==> src/rtl/shift_count_register.sv <==
// General-purpose datapath register: one-cycle clear/load/inc/dec with
// optional saturation, plus a serial (one bit per cycle) shift/rotate
// engine with a busy/done handshake and carry/zero/sign status.
module shift_count_register #(
  parameter int unsigned           DATA_WIDTH  = 16,
  parameter int unsigned           SHAMT_WIDTH = 5,
  parameter bit                    SATURATE    = 1'b0,
  parameter logic [DATA_WIDTH-1:0] RESET_VALUE = '0
) (
  input  logic                   clk,
  input  logic                   rst,
  input  logic                   cl,
  input  logic                   ld,
  input  logic [DATA_WIDTH-1:0]  in,
  input  logic                   inc,
  input  logic                   dec,
  input  logic                   sr,
  input  logic                   sl,
  input  logic [SHAMT_WIDTH-1:0] shamt,
  input  logic [1:0]             mode,
  input  logic                   ir,
  input  logic                   il,
  output logic [DATA_WIDTH-1:0]  out,
  output logic                   busy,
  output logic                   done,
  output logic                   carry,
  output logic                   zero,
  output logic                   neg
);

  typedef enum logic {IDLE, SHIFT} state_t;

  state_t                 state;
  logic [SHAMT_WIDTH-1:0] count;
  logic                   dir_left;
  logic [1:0]             shift_mode;
  logic                   right_fill;
  logic                   left_fill;
  logic                   all_ones;
  logic                   all_zero;

  assign all_ones = &out;
  assign all_zero = ~|out;

  // Status outputs derived directly from the register contents.
  assign busy = (state == SHIFT);
  assign zero = all_zero;
  assign neg  = out[DATA_WIDTH-1];

  // Bit shifted in at the vacated end, chosen by the captured shift mode
  // (mode 2'b11 falls into the logical default).
  always_comb begin
    right_fill = ir;
    left_fill  = il;
    case (shift_mode)
      2'b01: begin
        right_fill = out[DATA_WIDTH-1];
        left_fill  = 1'b0;
      end
      2'b10: begin
        right_fill = out[0];
        left_fill  = out[DATA_WIDTH-1];
      end
      default: begin
        right_fill = ir;
        left_fill  = il;
      end
    endcase
  end

  // Register, status and shift-sequencer update.
  always_ff @(posedge clk) begin
    if (rst) begin
      out        <= RESET_VALUE;
      carry      <= 1'b0;
      done       <= 1'b0;
      state      <= IDLE;
      count      <= '0;
      dir_left   <= 1'b0;
      shift_mode <= 2'b00;
    end else begin
      done <= 1'b0;
      case (state)
        IDLE: begin
          if (cl) begin
            out   <= '0;
            carry <= 1'b0;
          end else if (ld) begin
            out   <= in;
            carry <= 1'b0;
          end else if (inc) begin
            carry <= all_ones;
            if (!(SATURATE && all_ones)) begin
              out <= out + DATA_WIDTH'(1);
            end
          end else if (dec) begin
            carry <= all_zero;
            if (!(SATURATE && all_zero)) begin
              out <= out - DATA_WIDTH'(1);
            end
          end else if (sr || sl) begin
            if (shamt == '0) begin
              done <= 1'b1;
            end else begin
              state      <= SHIFT;
              count      <= shamt;
              dir_left   <= !sr;
              shift_mode <= mode;
            end
          end
        end
        SHIFT: begin
          if (cl) begin
            out   <= '0;
            carry <= 1'b0;
            state <= IDLE;
          end else begin
            if (dir_left) begin
              out   <= {out[DATA_WIDTH-2:0], left_fill};
              carry <= out[DATA_WIDTH-1];
            end else begin
              out   <= {right_fill, out[DATA_WIDTH-1:1]};
              carry <= out[0];
            end
            count <= count - SHAMT_WIDTH'(1);
            if (count == SHAMT_WIDTH'(1)) begin
              state <= IDLE;
              done  <= 1'b1;
            end
          end
        end
        default: state <= IDLE;
      endcase
    end
  end

endmodule

==> config.mk <==
export PLATFORM = sky130hd
export DESIGN_NAME = shift_count_register
export DESIGN_NICKNAME = d
export VERILOG_FILES = /design/src/rtl/shift_count_register.sv
export SDC_FILE = /design/constraint.sdc
export NUM_CORES = 1
export LEC_CHECK = 0
export BUFFER_PORTS_ARGS = -buffer_cell sky130_fd_sc_hd__buf_4
export CAP_MARGIN = 20
export CORE_UTILIZATION = 60
export CTS_BUF_LIST = sky130_fd_sc_hd__clkbuf_4
export DETAILED_ROUTE_END_ITERATION = 6
export PLACE_DENSITY = 0.86
export SYNTH_ARGS = -nofsm -noshare
export SYNTH_HDL_FRONTEND = slang
export SYNTH_SLANG_ARGS = --single-unit
==> constraint.sdc <==
create_clock -name clk -period 4.7 [get_ports clk]
set_input_delay 0.235 -clock clk [delete_from_list [all_inputs] [get_ports clk]]
set_output_delay 0.235 -clock clk [all_outputs]
set_load 0.03 [all_outputs]
==> run_results.csv <==
group,metric,value,unit
place,pre_cts_slack,2.00,ns
clock_network,clk_latency,0.35,ns
critical_path,crit_path_end_kind,"flop",
synthesis,yosys.cell_types.count,61,
power,comb_power_share,41.6,%
power,p_switching,0.000261,W
synthesis,ys_async_sr_fraction,0,%
power,intPower,0.000389,W
clock_network,path_clk_slew,0.17,ns
timing,worst_pin_slew,0.732,ns
clock_network,cts_made_buffers,3,
critical_path,path_cells,"nor2_1 -> nand2_1 -> nor3_2 -> mux2i_1 -> nor2_1",
routing,drt_iter0_drc,400,
floorplanning,die_h,68.4,um
clock_network,cts_buffer_depth,2,
power,netSwitchingFraction,40.1,%
power,seqPwrFrac,40.9,%
timing,fmax,382,MHz
critical_path,crit_required,4.95,ns
critical_path,crit_slowest_cell,"nand2_1",
routing,wl_per_cell,18.3,um
timing,rsz0062_at_grt,"no",
synthesis,synth_fp_nets,403,
place,gp_congestion,0.953,
place,io_buffers,53,
min_path,min_path_type,"in -> reg",
timing,hold_viol,0,
final_layout,areaGrowthSynthToFinish,15.3,%
global_route,globalRoute.totalOverflow,0,
clock_network,post_cts_buffers,0,
timing,fin_crit,2.62,ns
global_route,grt_pass1_wl,12.4,mm
final_layout,drive_above_1_share,19.8,%
timing,fin_ws,2.08,ns
run,drv_cap,0,
final_layout,nets,442,
synthesis,synthesis.area,2650,um2
final_layout,diodes,0,
power,ir_worst_vdd,0.000115,V
clock_network,cts_tree,"built",
critical_path,cpPeakStageDelay,0.58,ns
routing,first_pass_iters,5,
routing,drt-total-wl,8.02,mm
timing,finalSetupTns,0,ns
clock_network,clk_root_buffer_cell,"clkbuf_4",
floorplanning,start_util,64.3,%
critical_path,startpoint_type,"flop",
routing,vias_per_cell,6.73,
critical_path,cp_max_fo,21,
final_layout,mostFrequentLayoutCells,"54 x nor2_1, 54 x buf_4, 28 x nand2_1, 27 x dfxtp_1",
critical_path,worstPathArrival,2.87,ns
timing,fin_crit_sh,55.7,%
floorplanning,dieArea,4680,um2
global_route,antenna_found_initial,0,
clock_network,hold_buffers,0,
floorplanning,io_pins,54,
clock_network,htree_num_levels,1,
synthesis,synth-seq-area-share,20.4,%
floorplanning,die_x,68.4,um
global_route,grt_pass1_vias,2614,
power,p_leak,1.18,nW
global_route,grt.total_usage,35.7,%
global_route,grt_max_degree,28,
timing,slew_viol_final,0,
synthesis,synth-edff-count,0,
status,outcome,"finished, final reports clean",
clock_network,cts.sinks,27,
routing,drc,0,
timing,clock_skew,0.00265,ns
routing,ant_nets,0,
final_layout,utilization,74.1,%
place,dpl.hpwl,5.89,mm
power,clkPwrFrac,17.6,%
synthesis,synth_warnings,0,
timing,setup_violations,0,
synthesis,syn_avg_cell_area,7.54,um2
floorplanning,core,4120,um2
synthesis,netlist_instances,351,
critical_path,cp_common_cell,"nor2_1",
clock_network,cts_resized,0,
floorplanning,row_count,23,
synthesis,synth-seq-cells,27,
critical_path,critical_path_class,"reg -> reg",
synthesis,ys.flop_type,"dfxtp_1",
timing,slew_headroom,51.1,%
power,p_per_area,213,nW/um2
power,p_total,0.000651,W
routing,dr_total_vias,2954,
## stage by stage
| step | hold slack (ns) | instance area (um2) | cells |
|---|---|---|---|
| 4_1_cts | 0.0635 | 3050 | 439 |
| 5_1_grt | 0.0572 | 3050 | 439 |
| 2_1_floorplan | 0.331 | 2650 | 351 |
| 6_report | 0.0693 | 3050 | 439 |
| 3_3_place_gp | 0.444 | 3020 | 435 |
| 3_5_place_dp | 0.447 | 3020 | 435 |
## registers in the layout (all words and copies together) (netlist names)
name	cells
busy	1
done	1
shift_mode	2
carry	1
dir_left	1
count	5
out	16
## worst paths after layout
| path | from | slack (ns) | cells after the start | endpoint |
|---|---|---|---|---|
| hold reg to reg | carry | 0.51 | 2 | carry |
| setup reg to reg | busy | 2.08 | 5 | shift_mode[1] |
| setup / recovery | busy | 2.08 | 5 | shift_mode[1] |
| hold / removal | sr | 0.07 | 2 | dir_left |
## critical path: cells and delay by family, from the launching register on
| family | cells | cell delay (ns) |
|---|---|---|
| DFF | 1 | 0.54 |
| muxes | 1 | 0.30 |
| and+or+nand+nor | 4 | 1.69 |
## per-layer routing
layer  global-route usage (%)  routed length, um  share of wire, %
met3                     6.00                676               8.4
met5                        0                  0                 0
met2                     58.0               3830                48
met1                     48.3               3450                43
met4                     9.64                 66              0.82
## cells by family after synthesis
kind of cell | after synthesis | share of synthesized area [%]
compound gates | 110 | 28.7
xor+xnor | 8 | 2.65
fa+ha+maj | 19 | 9.27
buf+inv | 31 | 5.11
flops | 27 | 20.4
mux | 23 | 9.13
simple gates | 133 | 24.7
## area by class of cell
class                      count  area (um2)
timing repair buffer          54         405
fill                         345        1070
inverter                      11        41.3
sequential                    27         541
clock inverter                 1        7.51
multi-input combinational    293        1970
clock buffer                   3        22.5
tap                           50        62.6
## power groups by stage
stage                     Clock, W  Combinational, W  Sequential, W
after floorplan                  0          0.000173       0.000279
after global placement           0          0.000259       0.000269
after detailed placement         0          0.000264       0.000270
after CTS                 0.000114          0.000266       0.000265
after global routing      0.000122          0.000294       0.000268
final                     0.000114          0.000270       0.000266
## Yosys cell counts (all sizes together) (3+ instances only)
cell type / count / area share, %
nand4: 7 / 1.7
dfxtp: 27 / 20
or2: 3 / 0.71
nand3: 5 / 0.95
mux2i: 17 / 6.4
o21ai: 26 / 4.9
a2111oi: 3 / 1.5
inv: 10 / 1.4
a211oi: 15 / 4.7
clkbuf: 11 / 1.6
o211ai: 4 / 1.3
nand2: 28 / 4.0
o22ai: 3 / 0.71
xnor2: 8 / 2.6
a21oi: 26 / 5.5
a22oi: 5 / 1.4
a221oi: 4 / 1.3
o31ai: 3 / 0.85
nor3: 10 / 2.5
mux2: 6 / 2.7
nor2b: 6 / 1.4
nor2: 54 / 7.7
nor4: 6 / 2.0
ha: 18 / 8.5
o21a: 4 / 1.1
buf: 9 / 2.0
o21bai: 3 / 0.85
(Power assumes the default switching activity.)
